--- src/rtl/usb_ep_tx_arbiter.sv ---
// rtl/usb_ep_tx_arbiter.sv - packet-level round-robin arbiter for the USB device transmit byte path
// Optional build macro USB_ARB_EP0_PRIO_EN: control endpoint EP0 always wins in IDLE and leaves rr_ptr untouched.
module usb_ep_tx_arbiter #(
   parameter int NUM_EP     = 4,
   parameter int DATA_W     = 8,
   parameter int MAX_PKT    = 64,
   parameter int IPG_CYCLES = 2
) (
   input  logic                       clk,
   input  logic                       rst,
   input  logic                       usb_en,
   input  logic [NUM_EP-1:0]          ep_req,
   input  logic [NUM_EP*DATA_W-1:0]   ep_data,
   input  logic [NUM_EP-1:0]          ep_last,
   output logic [NUM_EP-1:0]          ep_ready,
   output logic                       tx_valid,
   output logic [DATA_W-1:0]          tx_data,
   output logic                       tx_last,
   input  logic                       tx_ready,
   output logic [$clog2(NUM_EP)-1:0]  grant_id,
   output logic                       busy,
   output logic                       trunc_err,
   output logic [15:0]                pkt_cnt
);
   localparam int ID_W  = $clog2(NUM_EP);
   localparam int CNT_W = $clog2(MAX_PKT + 1);
   localparam int GAP_W = 4;

   typedef enum logic [1:0] {IDLE, XFER, GAP} state_t;

   state_t            state;
   logic [ID_W-1:0]   rr_ptr;
   logic [CNT_W-1:0]  byte_cnt;
   logic [GAP_W-1:0]  gap_cnt;
   logic [ID_W-1:0]   pick_id;
   logic              pick_valid;
   logic              pick_upd;
   logic              g_req;
   logic              g_last;
   logic [DATA_W-1:0] g_data;
   logic              at_limit;
   logic              beat;

   // Scan from the endpoint after the last winner, wrapping around.
   function automatic logic [ID_W:0] rr_pick(input logic [NUM_EP-1:0] req,
                                             input logic [ID_W-1:0]   ptr);
      logic [ID_W:0] res;
      int            idx;
      res = '0;
      for (int k = 1; k <= NUM_EP; k++) begin
         idx = int'(ptr) + k;
         if (idx >= NUM_EP) idx = idx - NUM_EP;
         if (!res[ID_W] && req[idx]) res = {1'b1, ID_W'(idx)};
      end
      return res;
   endfunction

   always_comb begin
      {pick_valid, pick_id} = rr_pick(ep_req, rr_ptr);
      pick_upd = 1'b1;
`ifdef USB_ARB_EP0_PRIO_EN
      if (ep_req[0]) begin
         pick_valid = 1'b1;
         pick_id    = '0;
         pick_upd   = 1'b0;
      end
`endif
   end

   always_comb begin
      g_req  = 1'b0;
      g_last = 1'b0;
      g_data = '0;
      for (int i = 0; i < NUM_EP; i++) begin
         if (ID_W'(i) == grant_id) begin
            g_req  = ep_req[i];
            g_last = ep_last[i];
            g_data = ep_data[i*DATA_W +: DATA_W];
         end
      end
   end

   assign at_limit = (byte_cnt == CNT_W'(MAX_PKT - 1));

   // XFER is a straight combinational passthrough of the granted endpoint.
   always_comb begin
      tx_valid = 1'b0;
      tx_data  = '0;
      tx_last  = 1'b0;
      ep_ready = '0;
      if (state == XFER) begin
         tx_valid = g_req;
         tx_data  = g_data;
         tx_last  = g_last | at_limit;
         for (int i = 0; i < NUM_EP; i++)
            ep_ready[i] = (ID_W'(i) == grant_id) & tx_ready;
      end
   end

   assign beat = tx_valid & tx_ready;
   assign busy = (state == XFER) || (state == GAP);

   always_ff @(posedge clk or posedge rst) begin
      if (rst) begin
         state     <= IDLE;
         grant_id  <= '0;
         rr_ptr    <= ID_W'(NUM_EP - 1);
         byte_cnt  <= '0;
         gap_cnt   <= '0;
         pkt_cnt   <= '0;
         trunc_err <= 1'b0;
      end else begin
         trunc_err <= 1'b0;
         case (state)
            IDLE: begin
               if (usb_en && pick_valid) begin
                  grant_id <= pick_id;
                  if (pick_upd) rr_ptr <= pick_id;
                  byte_cnt <= '0;
                  state    <= XFER;
               end
            end
            XFER: begin
               if (beat) begin
                  if (tx_last) begin
                     byte_cnt  <= '0;
                     pkt_cnt   <= pkt_cnt + 16'd1;
                     trunc_err <= at_limit & ~g_last;
                     gap_cnt   <= '0;
                     state     <= (IPG_CYCLES == 0) ? IDLE : GAP;
                  end else begin
                     byte_cnt <= byte_cnt + CNT_W'(1);
                  end
               end
            end
            GAP: begin
               if (gap_cnt == GAP_W'(IPG_CYCLES - 1)) state <= IDLE;
               else gap_cnt <= gap_cnt + GAP_W'(1);
            end
            default: state <= IDLE;
         endcase
      end
   end
endmodule

--- config.mk ---
export PLATFORM = sky130hd
export DESIGN_NAME = usb_ep_tx_arbiter
export DESIGN_NICKNAME = d
export VERILOG_FILES = /design/src/rtl/usb_ep_tx_arbiter.sv
export SDC_FILE = /design/constraint.sdc
export NUM_CORES = 1
export LEC_CHECK = 0
export ABC_AREA = 1
export CAP_MARGIN = 20
export CORE_ASPECT_RATIO = 0.75
export CORE_UTILIZATION = 47
export CTS_BUF_LIST = sky130_fd_sc_hd__clkbuf_4 sky130_fd_sc_hd__clkbuf_8 sky130_fd_sc_hd__clkbuf_16
export DETAILED_ROUTE_END_ITERATION = 8
export PLACE_DENSITY = 0.92
export SETUP_SLACK_MARGIN = 0.1
export SYNTH_ARGS = -nofsm -noshare
export SYNTH_HDL_FRONTEND = slang
export SYNTH_SLANG_ARGS = --single-unit
--- constraint.sdc ---
create_clock -name clk -period 2.4 [get_ports clk]
set_clock_uncertainty 0.05 [all_clocks]
set_input_delay 0.24 -clock clk [delete_from_list [all_inputs] [get_ports clk]]
set_output_delay 0.24 -clock clk [all_outputs]
set_load 0.1 [all_outputs]
==> flow_metrics.tcl, run 1 <==
set metrics [dict create \
    place_hpwl_um 4960 \
    routed_via_density 5.10 \
    cts_buffers 5 \
    floorplan.core_area_um2 4980 \
    layout_min_cycle_time_ns 2.18 \
    cts_setup_buffers 0 \
    first_global_vias 2449 \
    finish.utilization_pct 71.9 \
    report.final.slew_viol_count 0 \
    synth-adder-area-share_pct 4.02 \
    total_gr_overflow 0 \
    port_buffers 77 \
    grt_setup_unrepaired "no" \
    synth_top_family_by_area "simple AND/OR/NAND/NOR gates" \
    cts-root-to-sink-buffers 2 \
    grt_antenna_before_repair 0 \
    final_antenna_net_count 0 \
    finalCritPeriodShare_pct 90.9 \
    drt_iter0_drc 186 \
    io_pins 78 \
    crit_path_top_delay_cell "sky130_fd_sc_hd__dfrtp_4" \
    drt_first_pass_iters 5 \
    multi_input_area_um2 1480 \
    detailed_route_wl_um 6510 \
    clockRootBuffer "sky130_fd_sc_hd__clkbuf_8" \
    synthesis.area_per_instance_um2 7.39 \
    outcome "completed" \
    synth_async_sr_flop_share_pct 100 \
    floorplan.rows 22 \
    setup_tns_ns 0 \
    place_congestion 0.895 \
    yosys.area_share.simple_pct 35.6 \
    synth-edff-count 0 \
    route.detailed.drc 0 \
    sequential_cell_area_um2 861 \
    cts_repair_resize_count 0 \
    timing.slew.headroom_pct 63.2 \
    routed-via-count 2503 \
    n_fill_cell 350 \
    leakagePower_nw 1.65 \
    synth_ff_type "sky130_fd_sc_hd__dfrtp_1" \
    synth.area.mux_share_pct 0 \
    final_layout_size_suffix_gt1_share_pct 22.0 \
    worst_pin_slew_ns 0.548 \
    most-common-layout-cells "93 x sky130_fd_sc_hd__nand2_1, 43 x sky130_fd_sc_hd__clkdlybuf4s50_1, 41 x sky130_fd_sc_hd__inv_1" \
    cts_tree "done" \
    die_w_um 86.0 \
    power_density_nw_per_um2 1460 \
    placement.cell_area_um2 3490 \
    timing.setup.critical_path_class "reg -> out" \
    irDropWorstVdd_mv 1.10 \
    synthesis.area_um2 2490 \
    insertedDiodeCount 0 \
    timing.critical_path.required_ns 2.11 \
    finish.net_count 470 \
    number_of_max_cap_violations 0 \
    initial_utilization_pct 50.0 \
    cts_hold_buf 0 \
    grt_start_max_net_pins 35 \
    die_y_extent_um 65.0 \
    synth.lib_cells_used.distinct 37 \
    critical_path.max_stage_delay_ns 0.55 \
    ctsHtreeMaxLevel 2 \
    grt_pass1_wl_um 10900 \
    path_cells "inv_2 > nor2_2 > a221o_1 > o21ai_0 > a21oi_4 > buf_12" \
    layout_commonest_cell "sky130_fd_sc_hd__nand2_1" \
    synth_warnings 0 \
    clock_sink_count 34 \
    synth-seq-cells 34 \
    grt_use_total_pct 24.9 \
    count_of_mapped_cells_out_of_synthesis 337 \
    clk_transition_reported_paths_ns 0.07 \
    final-hold-violation-count 0 \
    synthXorXnorAreaFrac_pct 5.28 \
    area.growth.synth_to_final_pct 44.0 \
    synth_compound_gate_area_share_pct 11.8 \
    critical_path.max_fanout 12 \
    synthesis.nets 389 \
    insertion_delay_ns 0.29 \
    wl_per_cell_um 13.3 \
    finalSetupViolCount 0 \
    die-area_um2 5600 \
    synth_seq_area_share_pct 34.3 \
    worstPathArrival_ns 1.89 \
    timing.hold.worst.class "in -> async" \
    stdcell_area_um2 3580 \
    end_kind "primary output" \
    clock.fmax_ghz 0.458 \
    critical_path_start_type "flop" \
]
-- cells in the mapped netlist, drive strengths merged, types with 3 or more instances --
| library cell | count | share of area [%] |
|---|---|---|
| nand2 | 102 | 17 |
| inv | 45 | 6.9 |
| dfrtp | 32 | 32 |
| nor2 | 31 | 6.3 |
| o21ai | 31 | 6.8 |
| nand3 | 28 | 6.7 |
| xor2 | 11 | 3.9 |
| nor3 | 10 | 2.7 |
| ha | 8 | 4.0 |
| a21oi | 7 | 1.4 |
| buf | 6 | 2.2 |
| nand4 | 6 | 2.1 |
| o211ai | 4 | 1.2 |
| xnor2 | 4 | 1.4 |
| a221o | 3 | 1.2 |
-- state kept, by name (all words and copies together) (netlist names) --
| signal | cells |
|---|---|
| byte_cnt | 7 |
| gap_cnt | 4 |
| grant_id | 2 |
| pkt_cnt | 16 |
| rr_ptr | 2 |
| state | 2 |
| trunc_err | 1 |
-- routing by layer --
layer | vias to the layer above | part of all wire (%) | global-route usage, %
met3 | 14 | 6.9 | 6.37
met2 | 100 | 48 | 41.4
met4 | 0 | 1.9 | 10.0
met5 | - | 0 | 0
li1 | 1250 | - | -
met1 | 1139 | 44 | 31.0
-- critical path, delay by kind of cell (launching register included) --
kind,cells,cell delay (ns)
AND/OR/NAND/NOR,1,0.11
buffers and inverters,2,0.37
AO/OA/AOI/OAI,3,0.57
flip-flops,1,0.55
-- report_power, final --
part	switching, W	internal (W)
clock	0.000204	0.000257
sequential	0.000204	0.000726
combinational	0.00272	0.00114
total	0.00312	0.00212
-- cell type report --
| class | count | share of cell area (%) |
|---|---|---|
| sequential | 34 | 24.0 |
| multi-input combinational | 252 | 41.3 |
| timing repair buffer | 80 | 24.6 |
| tap | 72 | 2.51 |
| clock buffer | 8 | 2.72 |
| inverter | 45 | 4.78 |
-- cells by family after synthesis --
group	count (synthesis)
AND/OR/NAND/NOR	181
flip-flops	34
XOR/XNOR	15
AO/OA/AOI/OAI	48
adder cells (fa/ha/maj)	8
buffers and inverters	51
-- per-stage QoR --
step                      total power, W  hold slack, ns  instances  worst slack, ns
after detailed placement         0.00478           0.449        483            0.454
after global placement           0.00470           0.441        483            0.499
after global routing             0.00553           0.342        491            0.111
final                            0.00525           0.290        491            0.217
after CTS                        0.00525           0.312        491            0.193
after floorplan                  0.00381           0.330        337          -0.0221
-- worst paths after layout --
check / end / slack (ns) / from / depth (start not counted)
max: tx_data[7] / 0.22 / grant_id[0] / 6
min: byte_cnt[2] / 0.29 / rst / 3
max reg2reg: pkt_cnt[10] / 0.36 / grant_id[1] / 8
min reg2reg: state[0] / 0.46 / state[0] / 2
max in group asynchronous: grant_id[0] / 1.65 / rst / 3
min in group clk: state[0] / 0.46 / state[0] / 2
Power figures use the tool's default switching activity.
==> run 2, diff against run 1 <==
Settings changed: CORE_UTILIZATION 47 to 40, GPL_TIMING_DRIVEN from default to 0, HOLD_SLACK_MARGIN from default to 0.08, PLACE_DENSITY 0.92 to 0.81.
==> run 2 against run 1 <==
Against the previous run: cell area fell by 0.66%; highest routed layer unchanged; register-to-register slack got worse by 0.03 ns; first-iteration DRC count down 30%; worst hold slack better by 0.010 ns; combinational power decreased by 3%; non-clock buffer count grew 4; total power is 2.0% lower; global-route usage fell by 4.8 points; setup slack got worse by 0.055 ns; maximum frequency fell by 2.4%; count of clock-buffer cells in the layout shrank 1.
==> flow_metrics.tcl, run 2 (same netlist as run 1, synthesis figures left out) <==
set metrics [dict create \
    outcome "completed" \
    cts_hold_buf 0 \
    critical_path.max_fanout 3 \
    die-area_um2 6550 \
    clock.fmax_ghz 0.447 \
    holdWs_ns 0.300 \
    final_antenna_net_count 0 \
    end_kind "primary output" \
    finalCritPeriodShare_pct 93.2 \
    layout_min_cycle_time_ns 2.24 \
    place_congestion 0.863 \
    largest_register "pkt_cnt" \
    worstPathBufferInverterCount 2 \
    layout_commonest_cell "sky130_fd_sc_hd__nand2_1" \
    io_pins 78 \
    setup_slack_ns 0.163 \
    timing.setup.critical_path_class "reg -> out" \
    irDropWorstVdd_mv 0.686 \
    finish.net_count 474 \
    final-hold-violation-count 0 \
    cts_buffers 5 \
    detailed_route_wl_um 6450 \
    area.growth.synth_to_final_pct 43.0 \
    worstPathArrival_ns 1.95 \
    grt_pass1_wl_um 10500 \
    grt_start_max_net_pins 20 \
    report.final.slew_viol_count 0 \
    critical_path.top_delay_family "buffers and inverters" \
    initial_utilization_pct 42.1 \
    die_w_um 93.1 \
    clk_transition_reported_paths_ns 0.07 \
    grt_use_total_pct 20.1 \
    routed_via_density 5.02 \
    cts_tree "done" \
    placement.setup.worst_slack_ns -0.509 \
    flip_flop_count_of_the_largest_register_after_layout 16 \
    routed-via-count 2515 \
    crit_path_top_delay_cell "sky130_fd_sc_hd__dlygate4sd2_1" \
    wl_per_cell_um 12.9 \
    number_of_max_cap_violations 0 \
    clockRootBuffer "sky130_fd_sc_hd__clkbuf_8" \
    leakagePower_nw 1.62 \
    biggestRegsByFlops "pkt_cnt (16), byte_cnt (7), gap_cnt (4)" \
    first_global_vias 2351 \
    die_y_extent_um 70.3 \
    finalSetupViolCount 0 \
    cts_repair_resize_count 79 \
    clock_sink_count 34 \
    grt_antenna_before_repair 0 \
    floorplan.rows 24 \
    timing.slew.headroom_pct 34.2 \
    drt_first_pass_iters 4 \
    drt_iter0_drc 130 \
    final_layout_size_suffix_gt1_share_pct 18.2 \
    route.detailed.drc 0 \
    critical_path_start_type "flop" \
    port_buffers 77 \
    ctsHtreeMaxLevel 2 \
    place_hpwl_um 5030 \
    critical_path.max_stage_delay_ns 0.86 \
    power_density_nw_per_um2 1440 \
    cts-root-to-sink-buffers 2 \
    insertion_delay_ns 0.30 \
    total_gr_overflow 0 \
    grt_setup_unrepaired "yes" \
    worst_pin_slew_ns 0.983 \
    fin_cells 501 \
    cts_setup_buffers 0 \
    timing.hold.worst.class "in -> async" \
    path_cells "inv_1 > ha_1 > dlygate4sd2_1" \
    most-common-layout-cells "93 x sky130_fd_sc_hd__nand2_1, 62 x sky130_fd_sc_hd__clkdlybuf4s50_1, 41 x sky130_fd_sc_hd__inv_1" \
    timing.critical_path.required_ns 2.11 \
    dpl.cell_count 493 \
    insertedDiodeCount 0 \
    floorplan.core_area_um2 5920 \
]
run 2: final cells by class:
type                            count  area (µm²)
Tap cell                           78        97.6
Sequential cell                    34         861
Clock buffer                        7        83.8
Clock inverter                      1        30.0
Multi-Input combinational cell    252        1490
Fill cell                         508        2350
Timing Repair Buffer               78         772
Buffer                              6        53.8
Inverter                           45         174
run 2: final timing paths:
check	startpoint	to	slack [ns]	cells after the start
min in group clk	byte_cnt[3]	byte_cnt[3]	0.46	2
min reg2reg	byte_cnt[3]	byte_cnt[3]	0.46	2
max reg2reg	state[1]	pkt_cnt[10]	0.33	9
min	rst	pkt_cnt[15]	0.30	2
max in group asynchronous	rst	grant_id[1]	1.45	3
max	state[1]	busy	0.16	3
run 2: power breakdown:
part           switching, W  leakage, nW  internal (W)  total, W
logic               0.00277         1.12      0.000961   0.00373
registers          0.000135        0.436      0.000724  0.000859
clock network      0.000218       0.0593      0.000333  0.000552
total               0.00312         1.62       0.00202   0.00514
run 2: per-stage QoR:
step,utilization [%],total power [W],cell area [µm²],TNS (ns)
floorplan,-,0.00381,2570,-0.0221
global placement,58.1,0.00452,3440,-4.18
detailed placement,58.5,0.00459,3460,-4.56
CTS,59.9,0.00511,3540,0
global route,60.2,0.00540,3560,0
finish,60.2,0.00514,3560,0
run 2: routing by layer:
layer | part of all wire [%] | track usage (%) | up-vias
met4 | 0.98 | 4.10 | 0
met5 | 0 | 0 | -
met2 | 46 | 33.6 | 62
met1 | 47 | 26.4 | 1190
met3 | 5.6 | 5.12 | 7
li1 | - | - | 1256
==> run 3, diff against run 2 <==
Settings changed: PLACE_DENSITY 0.81 to 0.7.
==> run 3 against run 2 <==
Against the previous run: die area unchanged; count of clock-buffer cells in the layout down 2; sequential power down 0.8%; final cell count down 0.20%; global-route usage up 1.2 points; via count down 5.0%; routed wire length down 1.3%; cell area down 0.67%; total power down 2.9%; critical endpoint is now tx_data[7]; largest cell class unchanged.
==> flow_metrics.tcl, run 3 (same netlist as run 1, synthesis figures left out) <==
set metrics [dict create \
    outcome "completed" \
    floorplan.rows 24 \
    layout_min_cycle_time_ns 2.23 \
    final_antenna_net_count 0 \
    critical_path.max_fanout 10 \
    path_cells "buf_4 > nor2_4 > a221o_1 > o21ai_0 > a21oi_4 > buf_4" \
    total_gr_overflow 0 \
    leakagePower_nw 1.60 \
    grt_use_total_pct 21.3 \
    cts-root-to-sink-buffers 2 \
    multi_input_area_um2 1500 \
    port_buffers 77 \
    worst_pin_slew_ns 0.996 \
    routed-via-count 2390 \
    initial_utilization_pct 42.1 \
    grt_start_max_net_pins 22 \
    insertedDiodeCount 0 \
    io_pins 78 \
    die_y_extent_um 70.3 \
    power_density_nw_per_um2 1410 \
    placement.cell_area_um2 3460 \
    timing.slew.headroom_pct 33.4 \
    area.growth.synth_to_final_pct 42.1 \
    setup_tns_ns 0 \
    floorplan.core_area_um2 5920 \
    worstPathBufferInverterCount 2 \
    irDropWorstVdd_mv 1.05 \
    timing.hold.worst.class "in -> async" \
    place_hpwl_um 5040 \
    finalPower_w 0.00499 \
    final-hold-violation-count 0 \
    timing.setup.critical_path_class "reg -> out" \
    crit_path_top_delay_cell "sky130_fd_sc_hd__dfrtp_4" \
    cts_buffers 5 \
    worstPathArrival_ns 1.94 \
    clock_sink_count 34 \
    grt_setup_unrepaired "no" \
    sequential_cell_area_um2 861 \
    critical_path.top_delay_family "flip-flops" \
    clock.fmax_ghz 0.449 \
    grt_antenna_before_repair 0 \
    worstSetupPathDepth 6 \
    first_global_vias 2414 \
    n_fill_cell 539 \
    die-area_um2 6550 \
    die_w_um 93.1 \
    finalCritPeriodShare_pct 92.9 \
    finish.utilization_pct 59.8 \
    end_kind "primary output" \
    critical_path.most_common_cell "sky130_fd_sc_hd__buf_4" \
    worst-r2r-cell-count 9 \
    most-common-layout-cells "93 x sky130_fd_sc_hd__nand2_1, 62 x sky130_fd_sc_hd__clkdlybuf4s50_1, 40 x sky130_fd_sc_hd__inv_1" \
    cts_tree "done" \
    report.final.slew_viol_count 0 \
    biggestRegsByFlops "pkt_cnt (16), byte_cnt (7), gap_cnt (4)" \
    ctsHtreeMaxLevel 2 \
    largest_register "pkt_cnt" \
    route.detailed.drc 0 \
    routed_via_density 4.78 \
    layout_commonest_cell "sky130_fd_sc_hd__nand2_1" \
    place_congestion 0.817 \
    drt_first_pass_iters 4 \
    number_of_max_cap_violations 0 \
    critical_path.max_stage_delay_ns 0.51 \
    flip_flop_count_of_the_largest_register_after_layout 16 \
    grt_pass1_wl_um 11200 \
    clockRootBuffer "sky130_fd_sc_hd__clkbuf_8" \
    critical_path_start_type "flop" \
    detailed_route_wl_um 6370 \
    cts_setup_buffers 0 \
    stdcell_area_um2 3540 \
    timing.critical_path.required_ns 2.11 \
    finalSetupViolCount 0 \
    insertion_delay_ns 0.29 \
    clk_transition_reported_paths_ns 0.07 \
    drt_iter0_drc 121 \
    wl_per_cell_um 12.7 \
    finish.net_count 474 \
    final_layout_size_suffix_gt1_share_pct 18.5 \
]
-- run 3: where the power goes --
group          leakage, nW  internal [W]  total (W)  switching [W]
Sequential           0.436      0.000724   0.000852       0.000128
Clock               0.0438      0.000195   0.000407       0.000212
Combinational         1.12      0.000982    0.00373        0.00275
-- run 3: worst paths after layout --
| check | end | start | slack [ns] |
|---|---|---|---|
| max in group asynchronous | rr_ptr[1] | rst | 1.43 |
| max reg2reg | pkt_cnt[15] | state[1] | 0.38 |
| min in group clk | pkt_cnt[15] | pkt_cnt[15] | 0.45 |
| min | byte_cnt[2] | rst | 0.27 |
| max | tx_data[7] | grant_id[1] | 0.17 |
| min reg2reg | pkt_cnt[15] | pkt_cnt[15] | 0.45 |
-- run 3: cell type report --
type                       instances  share of cell area [%]
buffer                             6                    1.52
clock buffer                       5                    1.95
clock inverter                     2                   0.283
inverter                          45                    4.92
multi-input combinational        252                    42.3
sequential                        34                    24.3
tap                               78                    2.76
timing repair buffer              78                    22.0
-- run 3: metrics by stage --
stage | setup slack [ns] | hold WS (ns) | instances
2_1_floorplan | -0.0221 | 0.330 | 337
3_3_place_gp | -0.503 | 0.441 | 492
3_5_place_dp | -0.508 | 0.441 | 493
4_1_cts | 0.105 | 0.286 | 500
5_1_grt | 0.102 | 0.331 | 500
6_report | 0.171 | 0.268 | 500
-- run 3: repair_timing --
item | CTS | global route
resized for setup | 77 | 16
setup endpoints to repair | 15 | 12
hold buffers | 0 | 0
pin swaps | 0 | 0
-- run 3: layer usage --
layer / GRT usage (%) / vias to the layer above / share of wire [%]
met5: 0 / - / 0
met4: 5.30 / 0 / 0.91
met3: 4.25 / 6 / 2.9
met2: 33.4 / 35 / 46
met1: 30.0 / 1092 / 50
li1: - / 1257 / -
-- run 3: worst reg2reg max path: stages (launching register included) --
cell and delay [ns]:
sky130_fd_sc_hd__dfrtp_1 0.41, sky130_fd_sc_hd__inv_1 0.11, sky130_fd_sc_hd__ha_1 0.16, sky130_fd_sc_hd__inv_1 0.24
sky130_fd_sc_hd__nor2_2 0.23, sky130_fd_sc_hd__nand3_4 0.16, sky130_fd_sc_hd__nor2_8 0.18, sky130_fd_sc_hd__nand3_2 0.15
sky130_fd_sc_hd__o21ai_1 0.15, sky130_fd_sc_hd__nand2_1 0.06
